<file path="src/rtl/btn_debounce_pulse_pkg.sv">
// ---------------------------------------------------------------------------
// debounce_pkg : state encoding and default timing constants for btn_debounce_pulse
// Rev 1.0
// ---------------------------------------------------------------------------
`default_nettype none

package debounce_pkg;

    localparam int DEFAULT_DEBOUNCE_CYCLES = 1_000_000;
    localparam int DEFAULT_SYNC_STAGES     = 2;

    typedef enum logic [1:0] {
        LOW_STABLE  = 2'd0,
        RISE_WAIT   = 2'd1,
        HIGH_STABLE = 2'd2,
        FALL_WAIT   = 2'd3
    } state_t;

endpackage

`default_nettype wire

</file>
<file path="src/rtl/btn_debounce_pulse_if.sv">
// ---------------------------------------------------------------------------
// btn_debounce_pulse_if : raw button/switch inputs and conditioned strobe outputs
// Rev 1.0
// ---------------------------------------------------------------------------
`default_nettype none

interface btn_debounce_pulse_if;
    logic btn_raw;
    logic j_raw;
    logic k_raw;
    logic btn_level;
    logic btn_rise;
    logic btn_fall;
    logic j_held;
    logic k_held;

    modport master (
        output btn_raw, j_raw, k_raw,
        input  btn_level, btn_rise, btn_fall, j_held, k_held
    );

    modport slave (
        input  btn_raw, j_raw, k_raw,
        output btn_level, btn_rise, btn_fall, j_held, k_held
    );
endinterface

`default_nettype wire

</file>
<file path="src/rtl/btn_debounce_pulse_sync_chain.sv">
// ---------------------------------------------------------------------------
// sync_chain : STAGES-deep single-bit synchroniser, synchronous active-low reset to 0
// Rev 1.0
// ---------------------------------------------------------------------------
`default_nettype none

module sync_chain #(
    parameter int STAGES = 2
) (
    input  wire logic clk,
    input  wire logic rst_n,
    input  wire logic d,
    output logic      q
);

    logic [STAGES-1:0] sync_q;

    always_ff @(posedge clk) begin
        if (!rst_n) begin
            sync_q <= '0;
        end else begin
            sync_q <= {sync_q[STAGES-2:0], d};
        end
    end

    assign q = sync_q[STAGES-1];

endmodule

`default_nettype wire

</file>
<file path="src/rtl/btn_debounce_pulse.sv">
// ---------------------------------------------------------------------------
// btn_debounce_pulse : synchronise + debounce a pushbutton, emit 1-cycle press/release
//                      strobes and capture J/K on each accepted press
// Rev 1.0
// ---------------------------------------------------------------------------
`default_nettype none

module btn_debounce_pulse
    import debounce_pkg::*;
#(
    parameter int DEBOUNCE_CYCLES = DEFAULT_DEBOUNCE_CYCLES,
    parameter int SYNC_STAGES     = DEFAULT_SYNC_STAGES
) (
    input wire logic            clk,
    input wire logic            rst_n,
    btn_debounce_pulse_if.slave bus
);

    localparam int               CNT_W    = $clog2(DEBOUNCE_CYCLES);
    localparam logic [CNT_W-1:0] CNT_LAST = CNT_W'(DEBOUNCE_CYCLES - 1);

    logic btn_s;
    logic j_s;
    logic k_s;

    sync_chain #(.STAGES(SYNC_STAGES)) u_sync_btn (
        .clk   (clk),
        .rst_n (rst_n),
        .d     (bus.btn_raw),
        .q     (btn_s)
    );

    sync_chain #(.STAGES(SYNC_STAGES)) u_sync_j (
        .clk   (clk),
        .rst_n (rst_n),
        .d     (bus.j_raw),
        .q     (j_s)
    );

    sync_chain #(.STAGES(SYNC_STAGES)) u_sync_k (
        .clk   (clk),
        .rst_n (rst_n),
        .d     (bus.k_raw),
        .q     (k_s)
    );

    state_t           state;
    logic [CNT_W-1:0] cnt;
    logic             level_q;
    logic             rise_q;
    logic             fall_q;
    logic             j_held_q;
    logic             k_held_q;

    always_ff @(posedge clk) begin
        if (!rst_n) begin
            state    <= LOW_STABLE;
            cnt      <= '0;
            level_q  <= 1'b0;
            rise_q   <= 1'b0;
            fall_q   <= 1'b0;
            j_held_q <= 1'b0;
            k_held_q <= 1'b0;
        end else begin
            // Strobes default low so each accepted edge yields exactly one cycle.
            rise_q <= 1'b0;
            fall_q <= 1'b0;
            case (state)
                LOW_STABLE: begin
                    if (btn_s) begin
                        state <= RISE_WAIT;
                        cnt   <= '0;
                    end
                end
                RISE_WAIT: begin
                    if (!btn_s) begin
                        state <= LOW_STABLE;
                    end else if (cnt == CNT_LAST) begin
                        state    <= HIGH_STABLE;
                        level_q  <= 1'b1;
                        rise_q   <= 1'b1;
                        j_held_q <= j_s;
                        k_held_q <= k_s;
                    end else begin
                        cnt <= cnt + 1'b1;
                    end
                end
                HIGH_STABLE: begin
                    if (!btn_s) begin
                        state <= FALL_WAIT;
                        cnt   <= '0;
                    end
                end
                FALL_WAIT: begin
                    if (btn_s) begin
                        state <= HIGH_STABLE;
                    end else if (cnt == CNT_LAST) begin
                        state   <= LOW_STABLE;
                        level_q <= 1'b0;
                        fall_q  <= 1'b1;
                    end else begin
                        cnt <= cnt + 1'b1;
                    end
                end
                default: begin
                    state <= LOW_STABLE;
                end
            endcase
        end
    end

    assign bus.btn_level = level_q;
    assign bus.btn_rise  = rise_q;
    assign bus.btn_fall  = fall_q;
    assign bus.j_held    = j_held_q;
    assign bus.k_held    = k_held_q;

endmodule

`default_nettype wire

</file>
<file path="src/flat_wrapper.sv">
// flat-port wrapper written by rule: the top's interface ports become plain ports
module btn_debounce_pulse_flat import debounce_pkg::*;
#(
    parameter int DEBOUNCE_CYCLES = DEFAULT_DEBOUNCE_CYCLES,
    parameter int SYNC_STAGES     = DEFAULT_SYNC_STAGES
)
  (clk, rst_n, bus_btn_raw, bus_j_raw, bus_k_raw, bus_btn_level, bus_btn_rise, bus_btn_fall, bus_j_held, bus_k_held);
  btn_debounce_pulse_if bus_i ();
  input wire logic clk;
  input wire logic rst_n;
  input wire logic [$bits(bus_i.btn_raw)-1:0] bus_btn_raw;
  input wire logic [$bits(bus_i.j_raw)-1:0] bus_j_raw;
  input wire logic [$bits(bus_i.k_raw)-1:0] bus_k_raw;
  output wire logic [$bits(bus_i.btn_level)-1:0] bus_btn_level;
  output wire logic [$bits(bus_i.btn_rise)-1:0] bus_btn_rise;
  output wire logic [$bits(bus_i.btn_fall)-1:0] bus_btn_fall;
  output wire logic [$bits(bus_i.j_held)-1:0] bus_j_held;
  output wire logic [$bits(bus_i.k_held)-1:0] bus_k_held;
  assign bus_i.btn_raw = bus_btn_raw;
  assign bus_i.j_raw = bus_j_raw;
  assign bus_i.k_raw = bus_k_raw;
  assign bus_btn_level = bus_i.btn_level;
  assign bus_btn_rise = bus_i.btn_rise;
  assign bus_btn_fall = bus_i.btn_fall;
  assign bus_j_held = bus_i.j_held;
  assign bus_k_held = bus_i.k_held;
  btn_debounce_pulse #(.DEBOUNCE_CYCLES(DEBOUNCE_CYCLES), .SYNC_STAGES(SYNC_STAGES)) u_core (.clk(clk), .rst_n(rst_n), .bus(bus_i));
endmodule
</file>
<file path="config.mk">
export PLATFORM = sky130hd
export DESIGN_NAME = btn_debounce_pulse_flat
export DESIGN_NICKNAME = d
export VERILOG_FILES = /design/src/rtl/btn_debounce_pulse_pkg.sv /design/src/rtl/btn_debounce_pulse_if.sv /design/src/rtl/btn_debounce_pulse_sync_chain.sv /design/src/rtl/btn_debounce_pulse.sv /design/src/flat_wrapper.sv
export SDC_FILE = /design/constraint.sdc
export NUM_CORES = 1
export LEC_CHECK = 0
export ABC_AREA = 1
export CORE_ASPECT_RATIO = 0.8
export CORE_MARGIN = 1.5
export CORE_UTILIZATION = 53
export DETAILED_ROUTE_END_ITERATION = 16
export HOLD_SLACK_MARGIN = 0.02
export PLACE_DENSITY_LB_ADDON = 0.25
export SYNTH_ARGS = -nofsm -noshare
export SYNTH_HDL_FRONTEND = slang
export SYNTH_SLANG_ARGS = --single-unit
</file>
<file path="constraint.sdc">
create_clock -name clk -period 1.6 [get_ports clk]
set_input_delay 0.32 -clock clk [delete_from_list [all_inputs] [get_ports clk]]
set_output_delay 0.32 -clock clk [all_outputs]
set_load 0.005 [all_outputs]
</file>
==> impl_metrics.prom <==
# TYPE chip_impl_metric gauge
chip_impl_info{name="routed.top_layer",value="met4"} 1
chip_impl_metric{name="met3_wirelength",unit="um"} 328
chip_impl_metric{name="grt_usage",unit="%"} 24.8
chip_impl_metric{name="drcViolationCount",unit=""} 0
chip_impl_info{name="outcome",value="finished clean"} 1
chip_impl_metric{name="avgSynthCellArea",unit="um^2"} 6.45
chip_impl_metric{name="synthDistinctLibCells",unit=""} 28
chip_impl_metric{name="final_critical_path_setup_slack",unit="ns"} 0.0718
chip_impl_metric{name="critical_path_arrival",unit="ns"} 1.72
chip_impl_info{name="setup.worst_path.end_class",value="flop"} 1
chip_impl_info{name="synthDominantAreaCellType",value="dfxtp_1"} 1
chip_impl_metric{name="route.vias.total",unit=""} 1911
chip_impl_metric{name="fmax",unit="MHz"} 654
chip_impl_metric{name="tritoncts.num_buffers",unit=""} 5
chip_impl_info{name="cp_slowest_cell",value="dfxtp_1"} 1
chip_impl_metric{name="fin_skew",unit="ns"} 0.00578
chip_impl_metric{name="critPathRequiredTime",unit="ns"} 1.79
chip_impl_info{name="endpoint_of_the_most_critical_register_to_register_path",value="u_core.cnt[8]"} 1
chip_impl_metric{name="multiInputGateArea",unit="um^2"} 1070
chip_impl_info{name="hold_path.class",value="reg -> reg"} 1
chip_impl_metric{name="timing.final.max_slew_violations",unit=""} 0
chip_impl_metric{name="crit_fanout",unit=""} 5
chip_impl_metric{name="timing.final.crit_period",unit="ns"} 1.53
chip_impl_metric{name="synthesis.instances",unit=""} 292
chip_impl_metric{name="power.static_leakage",unit="uW"} 0.000884
chip_impl_metric{name="postCtsHoldBufs",unit=""} 0
chip_impl_info{name="cts_tree",value="built"} 1
chip_impl_metric{name="io-pin-count",unit=""} 10
chip_impl_metric{name="path_clk_slew",unit="ns"} 0.07
chip_impl_metric{name="synth_top_area_share",unit="%"} 35.1
chip_impl_metric{name="final_net_count",unit=""} 325
chip_impl_metric{name="overall_die_height",unit="um"} 56.3
chip_impl_metric{name="final-seq-area",unit="um^2"} 664
chip_impl_metric{name="cell_area_after_synthesis",unit="um^2"} 1880
chip_impl_metric{name="dp_hpwl",unit="mm"} 3.40
chip_impl_metric{name="num_antenna_cells",unit=""} 0
chip_impl_info{name="startpoint_of_the_worst_hold_path",value="u_core.u_sync_j.sync_q[0]"} 1
chip_impl_metric{name="routedWlPerCell",unit="um"} 13.0
chip_impl_metric{name="coreArea",unit="um^2"} 3420
chip_impl_metric{name="relSlewSlack",unit="%"} 66.8
chip_impl_metric{name="postSynthRegisterBits",unit=""} 33
chip_impl_metric{name="via_per_inst",unit=""} 5.28
chip_impl_metric{name="critPathMaxStageDelay",unit="ns"} 0.34
chip_impl_metric{name="detail_route.wirelength",unit="mm"} 4.69
chip_impl_metric{name="power_density",unit="nW/um^2"} 673
chip_impl_metric{name="grt_pass1_vias",unit=""} 1656
chip_impl_metric{name="drt_first_iter_violations",unit=""} 204
chip_impl_metric{name="synth_fp_nets",unit=""} 298
chip_impl_info{name="clockRootBuffer",value="clkbuf_8"} 1
chip_impl_info{name="worstSetupStartpointType",value="flop"} 1
chip_impl_metric{name="port_buffers",unit=""} 9
chip_impl_metric{name="worst_slack_at_placement",unit="ns"} -0.0395
chip_impl_metric{name="clock-sinks",unit=""} 33
chip_impl_metric{name="finalSetupViolations",unit=""} 0
chip_impl_metric{name="cts.path.max_buffers",unit=""} 2
chip_impl_metric{name="wl_met2",unit="mm"} 2.07
chip_impl_metric{name="m1WireLength",unit="mm"} 2.26
chip_impl_metric{name="later_pin_clock_latency_in_the_skew_report",unit="ns"} 0.29
chip_impl_metric{name="worst_slew_pin_slew",unit="ns"} 0.494
chip_impl_metric{name="areaGrowthSynthToFinish",unit="%"} 20.3
chip_impl_metric{name="r2r.worst_path.cells",unit=""} 9
chip_impl_metric{name="rows",unit=""} 19
chip_impl_metric{name="worst_hold_path.num_cells",unit=""} 2
chip_impl_metric{name="total_power",unit="uW"} 1520
chip_impl_metric{name="yosys_synthesis_warning_count",unit=""} 0
chip_impl_metric{name="report.final.hold_viol_count",unit=""} 0
chip_impl_metric{name="detail_route.first_pass.iterations",unit=""} 5
chip_impl_metric{name="worst-r2r-setup-slack",unit="ns"} 0.07
chip_impl_metric{name="initial_antenna_violation_count",unit=""} 0
chip_impl_metric{name="final_layout_fill_cell_count",unit=""} 317
chip_impl_metric{name="power.ir.vdd_worst",unit="V"} 0.000593
chip_impl_metric{name="layout-drive-gt1-share",unit="%"} 18.8
chip_impl_metric{name="design.die.area",unit="um^2"} 3920
chip_impl_metric{name="antenna_left",unit=""} 0
chip_impl_metric{name="globalRouteOverflowTotal",unit=""} 0
chip_impl_metric{name="dieWidth",unit="um"} 69.6
chip_impl_info{name="hold-path-endpoint",value="u_core.u_sync_j.sync_q[1]"} 1
chip_impl_metric{name="synth.yosys.seq_area_share",unit="%"} 35.1
chip_impl_info{name="worstPathCellList",value="ha_2 > nand3_4 > nor2_4 > nand3_4 > buf_4 > nand3_1 > nand2_1 > inv_1 > nor2_1"} 1
chip_impl_metric{name="drv.max_cap_violation_count",unit=""} 0
chip_impl_info{name="critical_path.reg2reg.startpoint",value="u_core.cnt[1]"} 1
chip_impl_metric{name="cts.htree.levels",unit=""} 2
chip_impl_metric{name="place_congestion",unit=""} 0.914
chip_impl_info{name="synth_area_leaders",value="dfxtp_1, nand2_1, nor2_1"} 1
chip_impl_metric{name="global_route_wire_length_before_repair",unit="mm"} 7.68
chip_impl_info{name="worstSetupPathType",value="reg -> reg"} 1
chip_impl_metric{name="initial_core_util",unit="%"} 55.0
chip_impl_metric{name="final_period_utilization",unit="%"} 95.5
chip_impl_info{name="critical-path-top-cell-by-count",value="nand3_4"} 1
chip_impl_metric{name="grt_max_degree",unit=""} 19
-- report_power, final --
group,switching (uW),leakage [uW],internal [uW]
combinational,47.6,0.000571,28.4
sequential,3.71,0.000269,829
clock,315,0.0000439,300
-- sequential cells by signal, indices dropped and copies added, names as in the netlist, named ones only --
register	cells
u_core.cnt	20
u_core.u_sync_btn.sync_q	2
u_core.u_sync_j.sync_q	2
u_core.u_sync_k.sync_q	2
u_core.bus.btn_fall	1
u_core.bus.btn_level	1
u_core.bus.btn_rise	1
u_core.bus.j_held	1
u_core.bus.k_held	1
u_core.state	1
-- per-layer routing --
layer | global-route usage (%) | up-vias
li1 | - | 975
met3 | 6.46 | 7
met1 | 36.2 | 868
met4 | 6.59 | 0
met5 | 0 | -
met2 | 36.5 | 61
-- timing repair --
action / in CTS / in global routing
buffers inserted: 0 / 1
gates resized for setup: 2 / 19
pin swaps: 0 / 2
endpoints found under the setup margin: 5 / 21
-- cell usage after synthesis --
master    number
nand2_1       74
nor2_1        50
inv_1         45
dfxtp_1       33
nand3_1       19
nand4_1       13
o21ai_0        9
a21oi_2        8
nor3_1         6
nand2_2        5
a21oi_1        4
nor2_2         4
buf_2          3
o21bai_1       3
nand3_2        2
nand3b_1       2
buf_8          1
clkbuf_1       1
ha_1           1
inv_2          1
nand2_4        1
nand3_4        1
nor3_2         1
nor3_4         1
o211ai_1       1
o21ai_1        1
or2_2          1
xor2_1         1
-- final cells by class --
class | instances | area share (%)
Tap cell | 42 | 2.32
Sequential cell | 33 | 29.3
Clock inverter | 3 | 0.773
Multi-Input combinational cell | 208 | 47.5
Inverter | 46 | 7.62
Timing Repair Buffer | 25 | 9.45
Clock buffer | 5 | 3.04
-- stage by stage --
stage / TNS, ns / hold slack (ns) / instance area (um^2) / util (%) / std cells
floorplan: 0 / 0.390 / 1880 / - / 292
global placement: 0 / 0.392 / 2100 / 61.5 / 353
detailed placement: -0.0808 / 0.397 / 2100 / 61.5 / 353
CTS: 0 / 0.414 / 2200 / 64.1 / 361
global route: -0.127 / 0.428 / 2260 / 66.2 / 362
finish: 0 / 0.414 / 2260 / 66.2 / 362
-- worst max-delay path by stage --
| stage | startpoint | end | slack, ns | cells past startpoint |
|---|---|---|---|---|
| floorplan | u_core.cnt[0] | u_core.cnt[9] | 0.09 | 9 |
| global placement | u_core.cnt[0] | u_core.cnt[14] | 0.006 | 8 |
| detailed placement | u_core.cnt[0] | u_core.cnt[12] | -0.04 | 8 |
| CTS | u_core.cnt[0] | u_core.cnt[4] | 0.004 | 8 |
| global route | u_core.cnt[1] | u_core.cnt[6] | -0.04 | 8 |
| finish | u_core.cnt[1] | u_core.cnt[8] | 0.07 | 9 |
-- placed cells by master, fill, tap and decap left out, drive strengths merged --
master,n
inv,46
nor2,54
dfxtp,33
nand3b,2
a21oi,12
buf,16
clkbuf,5
nand4,13
o21bai,3
nand3,22
ha,1
clkinv,2
o21ai,10
xor2,1
nand2,80
or2,1
clkdlybuf4s50,9
o211ai,1
clkinvlp,1
nor3,8
-- cells by family (layout without fill, tap and decap cells) --
group	Yosys count	count (layout)	share of synthesized area, %
simple gates	180	180	43.8
buf+inv	51	79	11.0
flops	33	33	35.1
compound gates	26	26	9.04
fa+ha+maj	1	1	0.664
xor+xnor	1	1	0.465
-- critical path: cells and delay by family (launching register included) --
family        cells  cell delay (ns)
buf+inv           2             0.24
fa+ha+maj         1             0.22
simple gates      6             0.61
flops             1             0.34
(Power assumes the default switching activity.)
